[config.mk]
export PLATFORM = sky130hd
export DESIGN_NAME = mskaes_unshare_sink
export DESIGN_NICKNAME = d
export VERILOG_FILES = /design/src/rtl/mskaes_unshare_sink.sv
export SDC_FILE = /design/constraint.sdc
export NUM_CORES = 1
export LEC_CHECK = 0
export BUFFER_PORTS_ARGS = -buffer_cell sky130_fd_sc_hd__buf_4
export CAP_MARGIN = 20
export CORE_ASPECT_RATIO = 1.75
export CORE_MARGIN = 2
export CORE_UTILIZATION = 50
export DETAILED_ROUTE_END_ITERATION = 6
export GPL_ROUTABILITY_DRIVEN = 0
export PLACE_DENSITY = 0.72
export SYNTH_ARGS = -nofsm -noshare
export SYNTH_HDL_FRONTEND = slang
export SYNTH_SLANG_ARGS = --single-unit
[constraint.sdc]
create_clock -name clk -period 21 [get_ports clk]
set_input_delay 1.05 -clock clk [delete_from_list [all_inputs] [get_ports clk]]
set_output_delay 1.05 -clock clk [all_outputs]
set_load 0.03 [all_outputs]
[src/rtl/mskaes_unshare_sink.sv]
// Output-side unmasking sink for the masked AES-128 core: captures one shared ciphertext,
// folds one share per cycle into an accumulator, then streams four 32-bit words out.
module mskaes_unshare_sink #(
    parameter int d = 2
) (
    input  logic             clk,
    input  logic             rst,
    input  logic             cipher_valid,
    input  logic [128*d-1:0] sh_ciphertext,
    output logic             in_ready,
    output logic             out_valid,
    input  logic             out_ready,
    output logic [31:0]      out_data,
    output logic [1:0]       out_idx,
    output logic             out_last,
    output logic [7:0]       drop_cnt
);
    localparam int JW = (d > 1) ? $clog2(d) : 1;
    localparam logic [JW-1:0] LAST_J = JW'(d - 1);

    typedef enum logic [1:0] {
        IDLE,
        ACC,
        SEND
    } state_t;

    state_t           r_state;
    logic [128*d-1:0] r_shareReg;
    logic [127:0]     r_acc;
    logic [JW-1:0]    r_j;
    logic [1:0]       r_k;
    logic             r_inReady;
    logic             r_outValid;
    logic [31:0]      r_outData;
    logic             r_outLast;
    logic [7:0]       r_dropCnt;

    logic [127:0]     w_shareSlice;
    logic [127:0]     w_accNext;
    logic [1:0]       w_kNext;
    logic [31:0]      w_nextWord;

    // Share j of every bit sits at stride d; constant indices keep the select in range for any d.
    always_comb begin
        w_shareSlice = '0;
        for (int i = 0; i < 128; i++) begin
            for (int jj = 0; jj < d; jj++) begin
                if (r_j == JW'(jj)) begin
                    w_shareSlice[i] = r_shareReg[d*i + jj];
                end
            end
        end
    end

    assign w_accNext  = r_acc ^ w_shareSlice;
    assign w_kNext    = r_k + 2'd1;
    assign w_nextWord = r_acc[{w_kNext, 5'd0} +: 32];

    always_ff @(posedge clk or posedge rst) begin
        if (rst) begin
            r_state    <= IDLE;
            r_shareReg <= '0;
            r_acc      <= '0;
            r_j        <= '0;
            r_k        <= '0;
            r_inReady  <= 1'b1;
            r_outValid <= 1'b0;
            r_outData  <= '0;
            r_outLast  <= 1'b0;
            r_dropCnt  <= '0;
        end else begin
            if (cipher_valid && (r_state != IDLE) && (r_dropCnt != 8'hFF)) begin
                r_dropCnt <= r_dropCnt + 8'd1;
            end
            case (r_state)
                IDLE: begin
                    if (cipher_valid) begin
                        r_shareReg <= sh_ciphertext;
                        r_acc      <= '0;
                        r_j        <= '0;
                        r_inReady  <= 1'b0;
                        r_state    <= ACC;
                    end
                end
                ACC: begin
                    r_acc <= w_accNext;
                    // Word 0 is taken from the final fold so out_data is valid the cycle SEND starts.
                    if (r_j == LAST_J) begin
                        r_shareReg <= '0;
                        r_k        <= '0;
                        r_outValid <= 1'b1;
                        r_outData  <= w_accNext[31:0];
                        r_outLast  <= 1'b0;
                        r_state    <= SEND;
                    end else begin
                        r_j <= r_j + JW'(1);
                    end
                end
                SEND: begin
                    if (out_ready) begin
                        if (r_k == 2'd3) begin
                            r_acc      <= '0;
                            r_k        <= '0;
                            r_outValid <= 1'b0;
                            r_outData  <= '0;
                            r_outLast  <= 1'b0;
                            r_inReady  <= 1'b1;
                            r_state    <= IDLE;
                        end else begin
                            r_k       <= w_kNext;
                            r_outData <= w_nextWord;
                            r_outLast <= (w_kNext == 2'd3);
                        end
                    end
                end
                default: begin
                    r_state <= IDLE;
                end
            endcase
        end
    end

    assign in_ready  = r_inReady;
    assign out_valid = r_outValid;
    assign out_data  = r_outData;
    assign out_idx   = r_k;
    assign out_last  = r_outLast;
    assign drop_cnt  = r_dropCnt;

endmodule

======== Word level (Yosys, flattened, before mapping) ========
Index checks and enable logic that the tools add are counted.
word-level totals
  register bits after elaboration ......... 432
  output and inout bits ................... 45
  word-level logic and storage cells ...... 201
cells by class
  muxes and demuxes ....................... 162
  shifts and indexed selects .............. 1
  equal/unequal tests ..................... 9
  reductions and logical operators ........ 15
  bitwise operators ....................... 1
  $add $sub $neg .......................... 3
operators by type and width
  operator                                       number
  two-way mux 256 bit                            2
  case mux 256 bit (2 select lines)              1
  two-way mux 128 bit                            3
  case mux 128 bit (3 select lines)              1
  two-way mux 1 bit                              138
  indexed part select 128 x 8 -> 32 bit          1
  bitwise XOR 128 bit                            1
  two-way mux 32 bit                             3
  case mux 32 bit (2 select lines)               1
  AND reduction 4 bit                            4
  two-way mux 2 bit                              7
  adder 8 x 1 -> 8 bit, second input constant    1
  inequality test 2 bit, second input constant   4
  inequality test 8 bit, second input constant   1
  case mux 1 bit (2 select lines)                4
  nonzero test 2 bit                             4
  == test 2 bit, second input constant           3
  case mux 2 bit (3 select lines)                1
  AND reduction 3 bit                            2
  case mux 2 bit (2 select lines)                1
  nonzero test 3 bit                             1
  adder 2 x 1 -> 2 bit, second input constant    1
  == test 2 x 1 -> 1 bit, second input constant  1
  logical AND 1 bit                              2
  other kinds (3)                                3

======== Longest topological paths before layout ========
Gate-level depths: netlist (run 1).
  word-level depth ........................ 5
  depth in mapped cells ................... 8
  depth with buffers taken out ............ 5

======== Worst setup path after synthesis (run 1) ========
No wires, ideal clock.
  path type ............................... flip-flop to flip-flop
  start ................................... reg r_k[0] (netlist: out_idx[0])
  end ..................................... reg r_outData[0] (netlist: out_data[0])
  data arrival time ....................... 2.408 ns
  data required time ...................... 20.874 ns
  path slack .............................. 18.466 ns
  setup time .............................. 0.126 ns
  stages on the path, launching flop included .. 9
  period minus slack after synthesis ...... 2.534 ns
  cells stage by stage .................... dfrtp_1 buf_6 buf_6 inv_1 ha_1 clkbuf_1 clkbuf_1 mux4_2 a221o_1
on the way
  longest elaborated chain between the ends .. 5
  elaborated cells on any way between the ends .. 6
RTL lines
  item                                   line  source
  start, declared                        31    logic [1:0] r_k;
  start signal, assigned                 110   r_k <= w_kNext;
  adder 2 x 1 -> 2 bit                   56    assign w_kNext = r_k + 2'd1;
  indexed part select 128 x 8 -> 32 bit  57    assign w_nextWord = r_acc[{w_kNext, 5'd0} +: 32];
  two-way mux 32 bit *                   101   if (r_k == 2'd3) begin
  two-way mux 32 bit *                   100   if (out_ready) begin
  case mux 32 bit (2 select lines) *     75    case (r_state)
  end signal, assigned                   92    r_outData <= w_accNext[31:0];
  end signal, assigned                   111   r_outData <= w_nextWord;
  end, declared                          34    logic [31:0] r_outData;
Mark *: on every way between the ends. The rest lies on a longest branch, timed or not. The select of a mux whose other input is x is not followed.
A chain may end at the register's enable or synchronous reset.

======== Worst setup path in the final report (run 1) ========
  start ................................... reg r_j
  end ..................................... reg r_acc[32]
on the way
  longest elaborated chain between the ends .. 3
RTL lines
  item                               line  source
  start, declared                    30    logic [JW-1:0] r_j;
  start signal, assigned             96    r_j <= r_j + JW'(1);
  two-way mux 1 bit                  48    if (r_j == JW'(jj)) begin
  bitwise XOR 128 bit                55    assign w_accNext = r_acc ^ w_shareSlice;
  case mux 128 bit (3 select lines)  75
  end signal, assigned               86    r_acc <= w_accNext;
  end, declared                      29    logic [127:0] r_acc;
No other way between the ends.

==> reports/metrics.yaml, run 1 <==
critical_path:
  path_max_fanout: 58
  cp-start-kind: "flop"
  reg2reg_depth: 5
  endpoint_kind: "flop"
  cp.required_ns: 21.48
  crit_type: "flop to flop"
  cp.arrival_ns: 3.68
clocking:
  cts_tree: "built"
  path_clk_slew_ns: 0.06
  cts_buffers: 41
  h-tree-depth: 2
  clk_path_buf_depth: 3
  cts_setup_buffers: 0
  post_cts_resized: 0
  insertion_delay_ns: 0.55
  cts_root_buf: "clkbuf_16"
  cts_hold_buffers: 0
  clock_sinks: 432
die:
  die_area_um2: 40400
  die_w_um: 153
  die_h_um: 265
  start_util_pct: 50.7
  core_area_um2: 38300
  ios: 305
  rows: 95
cells_and_area:
  areaGrowthSynthToFinish_pct: 19.4
  stdcell_area_um2: 23100
  stdcell_count: 2277
  drive_gt1_share_pct: 31.3
  num-nets-final: 2020
worst_hold_path:
  hold_depth: 2
  hp-class: "flop to flop"
routing:
  wl_per_cell_um: 22.1
  via_count: 13800
  vias_per_cell: 6.07
  drt_iter0_drc: 1124
  drc_errors: 0
  wl_um: 50400
  ant_nets: 0
  dr.pass1.iters: 5
pwr:
  vdd_ir_drop_max_uv: 95.6
  p_leak_nw: 11.1
  power.density_nw_per_um2: 166
global_route:
  grt.total_usage_pct: 24.7
  grt_pass1_vias: 14300
  grt_max_degree: 179
  overflow: 0
  grt_antenna_before_repair: 4
  grt_first_pass_wirelength_um: 80200
synth:
  avgSynthCellArea_um2: 12.7
  postSynthCellCount: 1525
  synth_top_area_share_pct: 55.6
  yosys-top-cells-area: "dfrtp_1 (56%), a22o_1 (17%), mux2_2 (7.3%)"
  synth.distinct_cells: 38
  syn-num-nets: 1788
  yosysSeqAreaShare_pct: 55.8
  ys_ff_latch: 432
  syn_area_um2: 19400
  synth.largest_area_cell: "dfrtp_1"
  yosys_warnings: 0
sta:
  post-route-min-period_ns: 3.20
  skew_ns: 0.0134
  tightestPinTransition_ns: 1.04
  final.setup.tns_ns: 0
  setup_violations: 0
  max_clock_freq_ghz: 0.312
  fin_crit_sh_pct: 15.2
  finalHoldViolations: 0
  rsz0062_at_grt: "false"
  max_slew_margin_pct: 30.5
  drv_slew: 0
flow_run:
  maxCapViolCount: 0
place:
  hpwl_um: 32300
  dpl-instance-area_um2: 21700
  dp_cells: 2198
  io_buffers: 304
status:
  status: "complete, no violations"
## flip-flops by register name, summed over array words and instances (netlist names)
register and flops:
drop_cnt 8, r_j 1, out_valid 1, in_ready 1, r_acc 128, out_last 1, out_idx 2, out_data 32
r_state 2, r_shareReg 256
## placed cells by master, fill, tap and decap left out, types with 3 or more instances in the layout
cell       Yosys  layout
a221o_1       32      32
o21ai_0      116     116
clkbuf_8       0       6
clkinv_2       0      10
bufinv_16      0       5
mux2i_1        6       6
inv_1         10       9
nand3_1        4       4
clkbuf_1      25       9
a22o_1       378     378
o21ai_1        9       9
buf_4         15     318
a21oi_1        3       3
diode_2        0       4
mux2_2       126     126
nand4_1        3       3
nor2_1       158     158
clkbuf_16      0      43
nand2_1       15      14
mux4_2        32      32
o22ai_1        7       7
xnor2_1       41      41
dfrtp_1      431     429
## routing by layer
layer | vias up | wire length, um | track usage, %
met2 | 477 | 24200 | 39.0
met5 | - | 0 | 0
li1 | 6228 | - | -
met1 | 7028 | 21300 | 34.0
met3 | 97 | 2900 | 4.43
met4 | 0 | 2030 | 10.5
## report_power, final
part	internal, mW	leakage, nW	switching (mW)
clock network	0.458	0.698	0.320
registers	1.20	5.57	0.292
logic	0.764	4.83	0.805
## critical path, stage by stage (launching register included)
cell	delay (ns)
dfrtp_4	0.76
buf_4	0.81
buf_4	0.68
mux2_2	0.46
o21ai_0	0.18
a22o_1	0.17
## worst paths after layout
kind                       slack (ns)  startpoint         endpoint
max                             17.80         r_j        r_acc[32]
min                              0.48    in_ready         in_ready
max reg2reg                     17.80         r_j        r_acc[32]
min reg2reg                      0.48    in_ready         in_ready
max in group asynchronous       18.06         rst  r_shareReg[100]
min in group asynchronous        0.69         rst  r_shareReg[192]
## layout make-up
| type | instances | area (um2) |
|---|---|---|
| Inverter | 11 | 48.8 |
| Sequential cell | 432 | 10800 |
| Timing Repair Buffer | 321 | 2460 |
| Clock buffer | 58 | 1190 |
| Fill cell | 3040 | 15100 |
| Multi-Input combinational cell | 950 | 7800 |
| Clock inverter | 16 | 209 |
| Antenna cell | 4 | 10.0 |
| Tap cell | 485 | 607 |
## cells by family (layout without fill, tap and decap cells)
logic type               Yosys count  in the layout  synth area share (%)
AO/OA/AOI/OAI                    550            550                  22.5
XOR/XNOR                          42             42                  1.90
adder cells (fa/ha/maj)            3              3                 0.194
buffers and inverters            143            406                  4.19
flip-flops                       432            432                  55.8
multiplexers                     164            164                  11.3
other                              0              4                     0
AND/OR/NAND/NOR                  191            191                  4.07
## through the flow
stage                     utilization [%]  setup slack, ns  hold WS [ns]  total power [mW]
final                                60.5            17.80         0.476              3.84
after detailed placement             56.7            17.40         0.466              3.06
after global placement               56.6            17.47         0.448              2.98
after CTS                            60.4            17.80         0.476              3.85
after floorplan                         -             7.92         0.460              2.66
after global routing                 60.5            17.62         0.492              4.07
## cell usage after synthesis, drive strengths merged
library cell,n
mux2,126
nor2,159
o31ai,1
o21a,2
nor3,2
nand3b,1
xnor2,41
mux2i,6
o21ai,125
nor2b,1
a21oi,3
dfstp,1
a221o,32
nand2b,3
buf,107
mux4,32
ha,3
clkbuf,25
o22ai,8
nand3,4
inv,11
a22o,378
xor2,1
dfrtp,431
a21boi,1
nand4,3
nand2,16
and3,2
(Power assumes the default switching activity.)
==> run 2: changes to the inputs <==
==> constraint.sdc (replaced) <==
create_clock -name clk -period 3.1 [get_ports clk]
set_input_delay 0.155 -clock clk [delete_from_list [all_inputs] [get_ports clk]]
set_output_delay 0.155 -clock clk [all_outputs]
set_load 0.03 [all_outputs]
==> run 2 against run 1 <==
  * First-iteration DRC count down 1.2%
  * Non-clock buffer count up 270
  * Utilization up 7.0 points
  * Count of clock-buffer cells in the layout up 2
  * Highest routed layer unchanged
==> reports/metrics.yaml, run 2 (synthesized netlist as in run 1, its figures left out) <==
global_route:
  grt_first_pass_wirelength_um: 87800  # +9.5%
  overflow: 0  # unchanged
  grt.total_usage_pct: 27.0  # +2.3 points
  grt_max_degree: 169  # -5.6%
  grt_pass1_vias: 15900  # +11%
  grt_antenna_before_repair: 9  # +5
pwr:
  p_switching_mw: 9.78  # +590%
  p_leak_nw: 12.2  # +10%
  p_sw_share_pct: 37.2  # +0.25 points
  seq_power_share_pct: 38.6  # -0.2 points
  power.density_nw_per_um2: 1020  # +510%
  pwr-share-clk_pct: 19.5  # -0.8 points
  p_int_mw: 16.5  # +580%
  pwr-share-comb_pct: 41.9  # +1.0 points
  vdd_ir_drop_max_uv: 693  # +620%
die:
  die_h_um: 265  # unchanged
  ios: 305  # unchanged
  die_area_um2: 40400  # unchanged
  start_util_pct: 50.7  # unchanged
  core_area_um2: 38300  # unchanged
  die_w_um: 153  # unchanged
  rows: 95  # unchanged
cells_and_area:
  stdcell_area_um2: 25800  # +12%
  drive_gt1_share_pct: 27.5  # -3.8 points
  final_cell_mix: "dfrtp_1 (429), a22o_1 (378), buf_4 (322), dlygate4sd3_1 (259), nor2_1 (158)"
  areaGrowthSynthToFinish_pct: 33.3
  num-nets-final: 2290  # +13%
  mostFrequentLayoutCell: "dfrtp_1"
  multi_input_area_um2: 7800  # unchanged
  largest_reg_flops: 256  # unchanged
  regMostFlops: "r_shareReg"
  fill_cells: 2626  # -14%
  seqCellArea_um2: 10800  # unchanged
routing:
  vias_per_cell: 5.97  # -1.7%
  drc_errors: 0  # unchanged
  drt_iter0_drc: 1111  # -1.2%
  wl_per_cell_um: 21.7  # -2.0%
  wl_um: 55200  # +9.6%
  ant_nets: 0  # unchanged
  via_count: 15200  # +9.9%
  dr.pass1.iters: 5  # unchanged
sta:
  skew_ns: 0.0138  # +0.000338 ns
  final.setup.tns_ns: 0  # unchanged
  max_slew_margin_pct: 32.1  # +1.6 points
  drv_slew: 0  # unchanged
  post-route-min-period_ns: 2.44  # -0.764 ns
  hold_slack_ns: 0.227  # -0.249 ns
  fin_crit_sh_pct: 78.6  # +63 points
  setup_violations: 0  # unchanged
  rsz0062_at_grt: "false"
  max_clock_freq_ghz: 0.410  # +31%
  finalHoldViolations: 0  # unchanged
  tightestPinTransition_ns: 1.02  # -0.0247 ns
flow_run:
  maxCapViolCount: 0  # unchanged
clocking:
  insertion_delay_ns: 0.54  # about the same
  h-tree-depth: 2  # unchanged
  cts_tree: "built"
  cts_root_buf: "clkbuf_16"
  clk_path_buf_depth: 3  # unchanged
  post_cts_resized: 0  # unchanged
  path_clk_slew_ns: 0.07  # about the same
  clock_sinks: 432  # unchanged
  cts_buffers: 41  # unchanged
critical_path:
  crit_type: "flop to flop"
  critPathTopFamily: "compound AO/OA/AOI/OAI gates"
  path_max_fanout: 64  # +10%
  cp.arrival_ns: 2.87  # -0.81 ns
  max_stage_delay_ns: 0.60  # -0.21 ns
  slowest_stage: "dfrtp_2"
  crit_chain: "ha_1 -> nand2_1 -> o22ai_4 -> buf_4 -> o21ai_0 -> a22o_1"
  cp-start-kind: "flop"
  crit_buf_inv: 1  # -1
  cp.required_ns: 3.53  # -17.95 ns
  endpoint_kind: "flop"
place:
  dpl-instance-area_um2: 21900  # +0.82%
  io_buffers: 304  # unchanged
  hpwl_um: 32500  # +0.38%
status:
  status: "complete, no violations"
worst_hold_path:
  hp-class: "input pin to asynchronous set/reset pin"
run 2: changes by cell type in the layout (fill, tap and decap cells not counted), moves of 3 or more:
cell / previous run / this run
diode_2: 4 / 9
buf_4: 318 / 322
clkbuf_8: 6 / 9
buf_12: 1 / 10
clkinv_2: 10 / 3
clkinvlp_4: 0 / 3
dlygate4sd3_1: 0 / 259
run 2: tightest hold or removal path, stage by stage:
cell and delay [ns]:
dlygate4sd3_1 0.54, buf_4 0.14, clkinvlp_4 0.38
run 2: layout make-up:
cell class                      instances  area share (%)
Antenna cell                            9          0.0872
Clock buffer                           60            4.60
Clock inverter                          9           0.581
Inverter                               11           0.174
Multi-Input combinational cell        950            30.2
Sequential cell                       432            41.9
Tap cell                              485            2.35
Timing Repair Buffer                  591            20.2
run 2: final timing paths:
path,slack [ns],cells past startpoint,end,start
max,0.66,6,r_acc[111],out_idx[0]
min,0.23,3,r_acc[96],rst
max reg2reg,0.66,6,r_acc[111],out_idx[0]
min reg2reg,0.49,1,r_shareReg[233],r_shareReg[233]
max in group asynchronous,1.78,5,r_acc[45],rst
min in group clk,0.37,3,r_shareReg[101],sh_ciphertext[101]
run 2: power by group through the flow:
stage | Clock [mW] | Combinational (mW) | Sequential (mW)
4_1_cts | 5.23 | 11.0 | 10.0
3_3_place_gp | 0 | 10.3 | 9.97
6_report | 5.13 | 11.0 | 10.2
3_5_place_dp | 0 | 10.6 | 10.1
5_1_grt | 5.44 | 12.0 | 10.4
2_1_floorplan | 0 | 8.26 | 9.77
run 2: routing by layer:
layer / track usage, % / vias up / wire length [um]
met3: 3.68 / 143 / 2860
met4: 11.9 / 0 / 2540
li1: - / 6776 / -
met5: 0 / - / 0
met2: 44.2 / 560 / 26700
met1: 36.3 / 7723 / 23100
run 2: through the flow:
step                      power, mW  instances  worst slack, ns  utilization [%]
after detailed placement       20.7       2210            0.706             57.2
after global placement         20.3       2210            0.750             57.2
after CTS                      26.2       2538            0.674             67.5
after floorplan                18.0       1525            -2.89                -
after global routing           27.8       2547            0.464             67.5
final                          26.3       2547            0.662             67.5
run 2: timing repair:
item / CTS / global route
setup buffers: 0 / 0
hold buffers: 259 / 0
setup endpoints to repair: 0 / 0
hold endpoints to repair: 275 / 0
==> run 3: changes to the inputs <==
--- a/config.mk
+++ b/config.mk
@@ -12,7 +12,7 @@
 export CORE_UTILIZATION = 50
 export DETAILED_ROUTE_END_ITERATION = 6
 export GPL_ROUTABILITY_DRIVEN = 0
-export PLACE_DENSITY = 0.72
+export PLACE_DENSITY = 0.75
 export SYNTH_ARGS = -nofsm -noshare
 export SYNTH_HDL_FRONTEND = slang
 export SYNTH_SLANG_ARGS = --single-unit
==> constraint.sdc (replaced) <==
create_clock -name clk -period 2.1 [get_ports clk]
set_input_delay 0.105 -clock clk [delete_from_list [all_inputs] [get_ports clk]]
set_output_delay 0.105 -clock clk [all_outputs]
set_load 0.03 [all_outputs]
==> run 3 against run 2 <==
  * Combinational power up 56%
  * Maximum frequency up 21%
  * Non-clock buffer count up 20
  * Highest routed layer unchanged
  * Cell area up 1.9%
==> reports/metrics.yaml, run 3 (synthesized netlist as in run 1, its figures left out) <==
place:
  dpl-instance-area_um2: 22300  # +1.9%
  hpwl_um: 34700  # +6.9%
  dp_cells: 2230  # +0.90%
  io_buffers: 304  # unchanged
  post-place-ws_ns: 0.157  # -0.549 ns
cells_and_area:
  stdcell_area_um2: 26300  # +1.9%
  fill_cells: 2554  # -2.7%
  mostFrequentLayoutCell: "dfrtp_1"
  drive_gt1_share_pct: 28.6  # +1.1 points
  num-nets-final: 2310  # +0.87%
  largest_reg_flops: 256  # unchanged
  regMostFlops: "r_shareReg"
  stdcell_count: 2572  # +0.98%
  utilization_pct: 68.8  # +1.3 points
  final_cell_mix: "dfrtp_1 (429), a22o_1 (378), buf_4 (320), dlygate4sd3_1 (259), nor2_1 (158)"
  areaGrowthSynthToFinish_pct: 35.8
clocking:
  cts_buffers: 41  # unchanged
  path_clk_slew_ns: 0.07  # about the same
  cts_root_buf: "clkbuf_16"
  post_cts_resized: 0  # unchanged
  insertion_delay_ns: 0.54  # about the same
  cts_tree: "built"
  clk_path_buf_depth: 3  # unchanged
  clock_sinks: 432  # unchanged
  h-tree-depth: 2  # unchanged
die:
  die_area_um2: 40400  # unchanged
  die_h_um: 265  # unchanged
  die_w_um: 153  # unchanged
  core_area_um2: 38300  # unchanged
  rows: 95  # unchanged
  ios: 305  # unchanged
  start_util_pct: 50.7  # unchanged
global_route:
  overflow: 0  # unchanged
  grt_first_pass_wirelength_um: 91300  # +3.9%
  top_usage_layer: "met2"
  use_met2_pct: 45.4  # +1.2 points
  grt.total_usage_pct: 28.1  # +1.1 points
  grt_max_degree: 99  # -41%
  grt_pass1_vias: 16400  # +3.7%
  grt_antenna_before_repair: 9  # unchanged
  grt.met1_usage_pct: 37.4  # +1.1 points
  met3_usage_pct: 4.17  # +0.49 points
status:
  status: "complete, no violations"
pwr:
  p_leak_nw: 12.4  # +1.9%
  seq_power_share_pct: 37.5  # -1.1 points
  pwr-share-clk_pct: 19.6  # about the same
  p_int_mw: 25.2  # +52%
  vdd_ir_drop_max_uv: 1030  # +48%
  p_switching_mw: 14.9  # +52%
  p_total_mw: 40.0  # +52%
  pwr-share-comb_pct: 42.9  # +1.0 points
  p_sw_share_pct: 37.1  # about the same
  power.density_nw_per_um2: 1520  # +49%
critical_path:
  cp.required_ns: 2.57  # -0.96 ns
  cp-start-kind: "flop"
  endpoint_kind: "flop"
  r2r_setup_slack_ns: 0.09  # -0.57 ns
  r2r_start: "r_j"
  cp.arrival_ns: 2.48  # -0.39 ns
  crit_type: "flop to flop"
  r2r-end: "r_acc[113]"
  reg2reg_depth: 5  # -1
  path_max_fanout: 56  # -13%
sta:
  final.setup.tns_ns: 0  # unchanged
  tightestPinTransition_ns: 0.727  # -0.291 ns
  drv_slew: 0  # unchanged
  max_slew_margin_pct: 51.4  # +19 points
  post-route-min-period_ns: 2.01  # -0.431 ns
  hold_slack_ns: 0.121  # -0.106 ns
  rsz0062_at_grt: "false"
  setup_violations: 0  # unchanged
  layout_setup_ws_ns: 0.0928  # -0.569 ns
  max_clock_freq_ghz: 0.498  # +21%
  finalHoldViolations: 0  # unchanged
  skew_ns: 0.00949  # -0.00426 ns
  fin_crit_sh_pct: 95.6  # +17 points
routing:
  via_count: 15700  # +3.0%
  drt_iter0_drc: 1243  # +12%
  wl_per_cell_um: 22.3  # +2.6%
  vias_per_cell: 6.09  # +2.0%
  wl_um: 57200  # +3.6%
  dr.pass1.iters: 5  # unchanged
  ant_nets: 0  # unchanged
  drc_errors: 0  # unchanged
worst_hold_path:
  hp-class: "input pin to asynchronous set/reset pin"
flow_run:
  maxCapViolCount: 0  # unchanged
[run 3: cell type report]
class / instances / area, um2 / share of cell area [%]
antenna: 10 / 25.0 / 0.0950
clock buffer: 53 / 1140 / 4.33
clock inverter: 20 / 265 / 1.01
inverter: 11 / 45.0 / 0.171
multi-input combinational: 950 / 7800 / 29.6
sequential: 432 / 10800 / 41.1
tap: 485 / 607 / 2.30
timing repair buffer: 611 / 5640 / 21.4
[run 3: routing by layer]
metal	routed length (um)	vias up
met1	23100	7975
met2	27700	671
li1	-	6828
met4	3150	0
met5	0	-
met3	3300	181
[run 3: power groups by stage]
stage                     sequential, mW  combinational (mW)  clock, mW
after floorplan                     14.4                12.2          0
after global placement              14.7                15.9          0
after detailed placement            14.9                16.5          0
after CTS                           14.8                17.0       7.96
after global routing                15.4                18.5       8.30
final                               15.0                17.2       7.84
[run 3: critical path: stages, from the launching register on]
cell	delay, ns
dfrtp_4	0.44
buf_12	0.35
buf_4	0.33
mux2_2	0.40
o21ai_0	0.23
a22o_1	0.17
[run 3: how the worst max path moves through the flow]
stage,slack [ns],startpoint,to
final,0.09,r_j,r_acc[113]
after global routing,0.04,r_j,r_acc[113]
after CTS,0.13,r_j,r_acc[55]
after detailed placement,0.16,r_j,r_acc[55]
after global placement,0.23,r_j,r_acc[82]
after floorplan,-3.84,rst,drop_cnt[0]
[run 3: what timing repair did]
item	4_1_cts	5_1_grt
hold buffers	259	0
endpoints found under the setup margin	0	0
buffers inserted	0	0
hold endpoints to repair	328	0
